**src/rtl/decode_arith_stage.sv**
```systemverilog
// ============================================================================
// Module   : decode_arith_stage
// Brief    : Registered RV32I/RV64I OP/OP-IMM decode behind a 2-entry skid
//            buffer, with a saturating illegal-word counter.
//            Define DECODE_ARITH_MEXT_EN to decode the M-extension ops.
// Revision : 1.0 - initial release
// ============================================================================
`default_nettype none

module decode_arith_stage #(
    parameter int XLEN  = 32,
    parameter int CNT_W = 16
) (
    input  logic             clk,
    input  logic             rst,
    input  logic             flush,
    input  logic             in_valid,
    output logic             in_ready,
    input  logic [31:0]      in_instr,
    output logic             out_valid,
    input  logic             out_ready,
    output logic [4:0]       out_kind,
    output logic             out_is_imm,
    output logic             out_is_arith,
    output logic             out_illegal,
    output logic [4:0]       out_rd,
    output logic [4:0]       out_rs1,
    output logic [4:0]       out_rs2,
    output logic [XLEN-1:0]  out_imm,
    output logic [CNT_W-1:0] illegal_count
);

    localparam int       c_SHAMT_W   = (XLEN == 64) ? 6 : 5;
    localparam logic [6:0] c_OPC_OPIMM = 7'b0010011;
    localparam logic [6:0] c_OPC_OP    = 7'b0110011;

    localparam logic [4:0] c_K_ADD = 5'd0,  c_K_SUB = 5'd1,  c_K_SLL = 5'd2;
    localparam logic [4:0] c_K_SLT = 5'd3,  c_K_SLTU = 5'd4, c_K_XOR = 5'd5;
    localparam logic [4:0] c_K_SRL = 5'd6,  c_K_SRA = 5'd7,  c_K_OR  = 5'd8;
    localparam logic [4:0] c_K_AND = 5'd9,  c_K_INVALID = 5'd31;

    typedef struct packed {
        logic [4:0]      kind;
        logic            is_imm;
        logic            is_arith;
        logic            illegal;
        logic [4:0]      rd;
        logic [4:0]      rs1;
        logic [4:0]      rs2;
        logic [XLEN-1:0] imm;
    } bundle_t;

    typedef enum logic [1:0] {
        ST_EMPTY = 2'd0,
        ST_ONE   = 2'd1,
        ST_TWO   = 2'd2
    } state_t;

    state_t            r_state, w_next_state;
    bundle_t           r_main, r_skid, w_dec;
    logic [CNT_W-1:0]  r_illegal_count;
    logic              w_accept, w_out_hs;
    logic              w_load_main_in, w_load_main_skid, w_load_skid;
    logic              w_hi_zero, w_hi_sra;
    logic [2:0]        w_funct3;
    logic [6:0]        w_funct7;
    logic [XLEN-1:0]   w_imm_i, w_shamt;

    assign w_funct3 = in_instr[14:12];
    assign w_funct7 = in_instr[31:25];
    assign w_imm_i  = {{(XLEN-12){in_instr[31]}}, in_instr[31:20]};
    assign w_shamt  = {{(XLEN-c_SHAMT_W){1'b0}}, in_instr[20 +: c_SHAMT_W]};

    // On RV32 bit 25 belongs to the checked field, so a set bit 25 is illegal
    generate
        if (XLEN == 64) begin : g_shift_chk64
            assign w_hi_zero = (in_instr[31:26] == 6'b000000);
            assign w_hi_sra  = (in_instr[31:26] == 6'b010000);
        end else begin : g_shift_chk32
            assign w_hi_zero = (in_instr[31:25] == 7'b0000000);
            assign w_hi_sra  = (in_instr[31:25] == 7'b0100000);
        end
    endgenerate

    function automatic logic [4:0] base_kind(input logic [2:0] f3);
        case (f3)
            3'b000:  base_kind = c_K_ADD;
            3'b001:  base_kind = c_K_SLL;
            3'b010:  base_kind = c_K_SLT;
            3'b011:  base_kind = c_K_SLTU;
            3'b100:  base_kind = c_K_XOR;
            3'b101:  base_kind = c_K_SRL;
            3'b110:  base_kind = c_K_OR;
            default: base_kind = c_K_AND;
        endcase
    endfunction

    // Non-arithmetic words keep kind=INVALID, imm=0 and raw register fields
    always_comb begin
        w_dec      = '0;
        w_dec.kind = c_K_INVALID;
        w_dec.rd   = in_instr[11:7];
        w_dec.rs1  = in_instr[19:15];
        w_dec.rs2  = in_instr[24:20];
        if (in_instr[6:0] == c_OPC_OPIMM) begin
            w_dec.is_arith = 1'b1;
            w_dec.is_imm   = 1'b1;
            w_dec.rs2      = 5'd0;
            w_dec.imm      = w_imm_i;
            if (w_funct3 == 3'b001 || w_funct3 == 3'b101) begin
                w_dec.imm = w_shamt;
                if (w_hi_zero)
                    w_dec.kind = base_kind(w_funct3);
                else if (w_hi_sra && w_funct3 == 3'b101)
                    w_dec.kind = c_K_SRA;
                else
                    w_dec.illegal = 1'b1;
            end else begin
                w_dec.kind = base_kind(w_funct3);
            end
        end else if (in_instr[6:0] == c_OPC_OP) begin
            w_dec.is_arith = 1'b1;
            case (w_funct7)
                7'b0000000: w_dec.kind = base_kind(w_funct3);
                7'b0100000: begin
                    if (w_funct3 == 3'b000)
                        w_dec.kind = c_K_SUB;
                    else if (w_funct3 == 3'b101)
                        w_dec.kind = c_K_SRA;
                    else
                        w_dec.illegal = 1'b1;
                end
`ifdef DECODE_ARITH_MEXT_EN
                7'b0000001: w_dec.kind = 5'd10 + {2'b00, w_funct3};
`else
                7'b0000001: w_dec.illegal = 1'b1;
`endif
                default:    w_dec.illegal = 1'b1;
            endcase
        end
    end

    assign in_ready  = ~rst & (r_state != ST_TWO);
    assign out_valid = ~rst & (r_state != ST_EMPTY);
    assign w_accept  = in_valid & in_ready & ~flush;
    assign w_out_hs  = out_valid & out_ready;

    always_ff @(posedge clk) begin
        if (rst)
            r_state <= ST_EMPTY;
        else
            r_state <= w_next_state;
    end

    always_comb begin
        w_next_state     = r_state;
        w_load_main_in   = 1'b0;
        w_load_main_skid = 1'b0;
        w_load_skid      = 1'b0;
        if (flush) begin
            w_next_state = ST_EMPTY;
        end else begin
            case (r_state)
                ST_EMPTY: begin
                    if (w_accept) begin
                        w_next_state   = ST_ONE;
                        w_load_main_in = 1'b1;
                    end
                end
                ST_ONE: begin
                    if (w_accept && w_out_hs) begin
                        w_load_main_in = 1'b1;
                    end else if (w_accept) begin
                        w_next_state = ST_TWO;
                        w_load_skid  = 1'b1;
                    end else if (w_out_hs) begin
                        w_next_state = ST_EMPTY;
                    end
                end
                ST_TWO: begin
                    if (w_out_hs) begin
                        w_next_state     = ST_ONE;
                        w_load_main_skid = 1'b1;
                    end
                end
                default: w_next_state = ST_EMPTY;
            endcase
        end
    end

    always_ff @(posedge clk) begin
        if (rst) begin
            r_main          <= '0;
            r_skid          <= '0;
            r_illegal_count <= '0;
        end else begin
            if (w_load_main_in)
                r_main <= w_dec;
            else if (w_load_main_skid)
                r_main <= r_skid;
            if (w_load_skid)
                r_skid <= w_dec;
            if (w_accept && w_dec.illegal && !(&r_illegal_count))
                r_illegal_count <= r_illegal_count + 1'b1;
        end
    end

    assign out_kind      = r_main.kind;
    assign out_is_imm    = r_main.is_imm;
    assign out_is_arith  = r_main.is_arith;
    assign out_illegal   = r_main.illegal;
    assign out_rd        = r_main.rd;
    assign out_rs1       = r_main.rs1;
    assign out_rs2       = r_main.rs2;
    assign out_imm       = r_main.imm;
    assign illegal_count = r_illegal_count;

endmodule

`default_nettype wire

```
**config.mk**
```make
export PLATFORM = sky130hd
export DESIGN_NAME = decode_arith_stage
export DESIGN_NICKNAME = d
export VERILOG_FILES = /design/src/rtl/decode_arith_stage.sv
export SDC_FILE = /design/constraint.sdc
export NUM_CORES = 1
export LEC_CHECK = 0
export BUFFER_PORTS_ARGS = -buffer_cell sky130_fd_sc_hd__buf_2
export CORE_ASPECT_RATIO = 0.75
export CORE_MARGIN = 3
export CORE_UTILIZATION = 35
export DETAILED_ROUTE_END_ITERATION = 16
export SLEW_MARGIN = 20
export SYNTH_ARGS = -nofsm -noshare
export SYNTH_HDL_FRONTEND = slang
export SYNTH_SLANG_ARGS = --single-unit
```
**constraint.sdc**
```tcl
create_clock -name clk -period 2.3 [get_ports clk]
set_input_delay 0.115 -clock clk [delete_from_list [all_inputs] [get_ports clk]]
set_output_delay 0.115 -clock clk [all_outputs]
set_load 0.01 [all_outputs]
```
# ---- Yosys cells after proc, flatten, opt, wreduce, memory -nomap -nowiden
# Cells that the tools add are included.
# Widths: inputs -> output; s select.
dict set report word_totals {
  ff_bits 128
  out_inout_bits 73
  elab_cells 94
}
dict set report classes {
  add_sub_neg 1
  eq_ne 16
  n_mux 38
  n_bitwise 7
  reduce_logical 14
}
# operator count
set ops {}
lappend ops {{$mux 55} 2}
lappend ops {{$mux 37} 1}
lappend ops {{$mux 5} 7}
lappend ops {{$mux 32} 1}
lappend ops {{$pmux 4 s7} 1}
lappend ops {{$add 16x1->16 const B} 1}
lappend ops {{$reduce_and 16->1} 1}
lappend ops {{$mux 1} 15}
lappend ops {{$eq 7x6->1 const B} 2}
lappend ops {{$mux 2} 7}
lappend ops {{$pmux 5 s2} 1}
lappend ops {{$eq 3x3->1 const B} 3}
lappend ops {{$ne 2x2->1 const B} 4}
lappend ops {{$eq 7x5->1 const B} 1}
lappend ops {{$logic_not 7->1} 1}
lappend ops {{$eq 3x2->1 const B} 2}
lappend ops {{$pmux 2 s3} 1}
lappend ops {{$and 1x1->1} 5}
lappend ops {{$logic_and 1x1->1} 4}
lappend ops {{$pmux 1 s2} 2}
lappend ops {{$reduce_and 4->1} 1}
lappend ops {{$reduce_bool 2->1} 2}
lappend ops {{$eq 3x1->1 const B} 1}
lappend ops {{$logic_not 3->1} 1}
lappend ops {{other kinds (8)} 9}

# ---- Depth between registers and ports, before layout
dict set report logic_depth {
  depth_word 9
  depth_mapped 8
  ltp_nobuf 5
}

# ---- Least setup slack after synthesis
# OpenSTA, ideal clock, no wires.
dict set report synth_timing {
  path_kind {flip-flop to flip-flop}
  from {register r_illegal_count[0], in the netlist illegal_count[0]}
  to {register r_illegal_count[13], in the netlist illegal_count[13]}
  setup_time_ps 70
  arrival_time_ps 1741
  required_time_ps 2230
  path_slack_ps 489
  stages_incl_launch_ff 7
  n_path_buf 1
  cell_sequence {dfxtp_1 ha_1 and3_4 a41o_1 buf_2 or4_1 a21oi_1}
}
dict set report synth_via {
  elab_chain_len 3
  elab_cells_between_ends 4
}
# item line_no
set synth_lines {}
lappend synth_lines {{start, declared} 61} ;# logic [CNT_W-1:0] r_illegal_count;
lappend synth_lines {{start signal, assigned} 204} ;# r_illegal_count <= r_illegal_count + 1'b1;
lappend synth_lines {{parallel branches: the longest is 3 deep, another holds $add 16x1->16} n/a}
# Several ways; the timed one is not identified.
# A chain may end at the register's enable or synchronous reset.

# ---- Final worst setup path
dict set report layout_timing {
  from {input flush}
  to {register r_illegal_count[4], in the netlist illegal_count[4]}
}
dict set report layout_via {
  elab_chain_len 4
}
# item line_no
set layout_lines {}
lappend layout_lines {{start, declared} 16} ;# input logic flush,
lappend layout_lines {{$not 1->1} 145} ;# assign w_accept = in_valid & in_ready & ~flush;
lappend layout_lines {{$and 1x1->1} 145}
lappend layout_lines {{$logic_and 1x1->1 (2 in a row)} 203} ;# if (w_accept && w_dec.illegal && !(&r_illegal_count))
# No other way between the ends.

==> impl_metrics.tcl <==
set metrics [dict create \
    start_util_pct 36.3 \
    dp_hpwl_microns 7360 \
    powerDensity_nw_per_um2 653 \
    finalMaxSlewViolations 0 \
    power.total_mw 3.31 \
    syn_to_final_growth_pct 19.6 \
    crit_fanout 10 \
    grt_pass1_vias 3482 \
    grt_overflow 0 \
    coreArea_sq_um 11700 \
    synth_edf_count 0 \
    syn_inst 505 \
    clock_path_buffers 2 \
    leakage_nw 2.19 \
    whs_ns 0.0232 \
    path_delay_family "simple AND/OR/NAND/NOR gates" \
    grt_start_max_net_pins 91 \
    timing.fmax_mhz 498 \
    synth_top_family_by_area "simple AND/OR/NAND/NOR gates" \
    period_minus_slack_ns 2.01 \
    path_clk_slew_ns 0.06 \
    r2r_start "illegal_count[0]" \
    post_cts_buffers 0 \
    ys_seq_area_share_pct 41.5 \
    ff2ff_setup_slack_ns 0.38 \
    synthMostInstantiatedCell "dfxtp_1" \
    relSlewSlack_pct 34.0 \
    period_share_pct 87.4 \
    worstHoldEndpoint "r_skid[43]" \
    synth-compound-area-share_pct 19.1 \
    io_buffers 109 \
    root_buffer "clkbuf_16" \
    crit_type "input pin to register" \
    min_from "in_instr[8]" \
    final_nets 614 \
    synth_fa_ha_area_share_pct 0.295 \
    synthXorXnorAreaFrac_pct 0.206 \
    setup_tns_ns 0 \
    cts_sinks 88 \
    worst_pin_slew_ns 0.990 \
    fill_cells 1167 \
    hold_class "input pin to register" \
    drive_above_1_share_pct 25.0 \
    num_vias 3895 \
    ys_types 48 \
    synth_area_leader_cell "dfxtp_1" \
    tritoncts "yes" \
    rsz0062_at_grt "no" \
    slowest_stage "dlygate4sd3_1" \
    cpPeakStageDelay_ns 0.53 \
    peakVddDrop_mv 0.331 \
    diodes 0 \
    synth_top_area_share_pct 41.5 \
    synthTopCellsByArea "dfxtp_1 (42%), mux2i_1 (8.3%), a21oi_1 (7.1%)" \
    gp_congestion 0.845 \
    arrival_ns 2.27 \
    synth_area_sq_um 4240 \
    rows 34 \
    drt-initial-drc-count 221 \
    ys.flop_type "dfxtp_1" \
    rr_endpoint "illegal_count[5]" \
    synthSimpleGateAreaFrac_pct 22.3 \
    setup_viol 0 \
    required_ns 2.56 \
    drtAntennaViolNets 0 \
    yosys-top-cells-count "dfxtp_1 (88), a21oi_1 (60), nand2_1 (59)" \
    ys_warn_count 0 \
    ios 110 \
    vias_per_cell 5.24 \
    totalWireLength_microns 11000 \
    grt_first_pass_wirelength_microns 17700 \
    endpoint_kind "register" \
    htree_levels 3 \
    antenna_found_initial 0 \
    die_w_microns 133 \
    die_h_microns 101 \
    reg2reg_depth 5 \
    clock_skew_ns 0.00612 \
    synth_mux_area_share_pct 8.52 \
    fp.dieArea_sq_um 13500 \
    ys_seq_elements 88 \
    max-cap-violations 0 \
    final_cells 743 \
    holdPathStages 3 \
    place_inst 726 \
    drc 0 \
    async_flop_share_pct 0 \
    status "completed" \
    crit_chain "dlygate4sd3_1, buf_2, nor3b_1, nand2_1, a41o_1, or4_1, a21oi_1" \
    cts_made_buffers 9 \
    hold_violations 0 \
    clk_latency_ns 0.34 \
    syn-num-nets 543 \
    startpoint_type "input pin" \
    wl_per_cell_microns 14.9 \
    path_buf_inv 2 \
    drtPass1Iterations 5 \
    avgSynthCellArea_sq_um 8.40 \
    utilization_pct 43.4 \
    grtUsageTotal_pct 16.1 \
]
through the flow:
step	instance area, sq um	worst slack [ns]
2_1_floorplan	4240	0.489
3_5_place_dp	4760	0.329
6_report	5070	0.290
4_1_cts	5070	0.199
3_3_place_gp	4760	0.375
5_1_grt	5070	0.0857
worst reg2reg max path, cell delays in order, from the launching register on:
cell	delay (ns)
dfxtp_1	0.34
ha_1	0.25
and3_4	0.20
a41o_1	0.37
nor4_1	0.29
mux2_1	0.36
cell usage in the layout, fill, tap and decap left out, drive strengths merged, types with 2 or more instances in the layout:
master  netlist  routed
nand2        59      59
nand3        19      19
or4b          4       4
clkinv        0       5
mux2i        35      35
nor3         12      12
o41ai         4       4
nand2b        2       2
a21oi        60      60
o22ai         2       2
buf          34     118
o31ai         7       7
or3           6       6
nand4         8       8
nand3b        2       2
inv           6       6
or4           7       7
and2          3       3
dfxtp        88      88
a211oi       37      37
and3         10      10
a41o          2       2
nor2b         9       9
nor4          4       4
nor2         39      39
clkbuf       25      10
o21ai         7       7
worst max-delay path by stage:
stage | from | end | cells past startpoint
floorplan | illegal_count[0] | illegal_count[13] | 6
global placement | in_instr[27] | out_kind[2] | 6
detailed placement | in_instr[27] | out_kind[2] | 6
CTS | flush | illegal_count[7] | 7
global route | flush | illegal_count[4] | 7
finish | flush | illegal_count[4] | 7
per-layer routing:
layer,global-route usage (%),up-vias,part of all wire [%]
met4,5.38,0,1.2
li1,-,1941,-
met1,21.8,1830,48
met3,4.47,10,6.9
met2,25.1,114,44
met5,0,-,0
report_power, final:
group	total [mW]	internal, mW	switching, mW
logic	0.274	0.108	0.166
clock network	1.46	0.847	0.610
registers	1.58	1.56	0.0238
total	3.31	2.51	0.800
flip-flops by register name, summed over array words and instances (netlist names), 2 cells and up:
register,flops
out_imm,12
out_kind,5
out_rs2,5
out_rs1,5
out_rd,5
illegal_count,16
r_state,2
r_skid,35
layout make-up:
type	count	area [sq um]	area share, %
Multi-Input combinational cell	352	2150	42.4
Sequential cell	88	1760	34.7
Timing Repair Buffer	119	636	12.5
Clock buffer	10	229	4.51
Tap cell	162	203	3.99
Clock inverter	6	70.1	1.38
Inverter	6	22.5	0.444
kinds of logic after synthesis:
logic type | count (synthesis)
xor gates and xnor gates | 1
adders and majority gates | 1
muxes | 36
buffers and inverters | 65
AOI/OAI and AO/OA | 126
DFF | 88
and+or+nand+nor | 188
repair_timing:
action                     4_1_cts  5_1_grt
setup endpoints to repair        0        4
gates resized for setup          0        1
hold buffers                     1        0
hold endpoints to repair         1        0
Note: power is estimated with default switching activity, not from simulation.
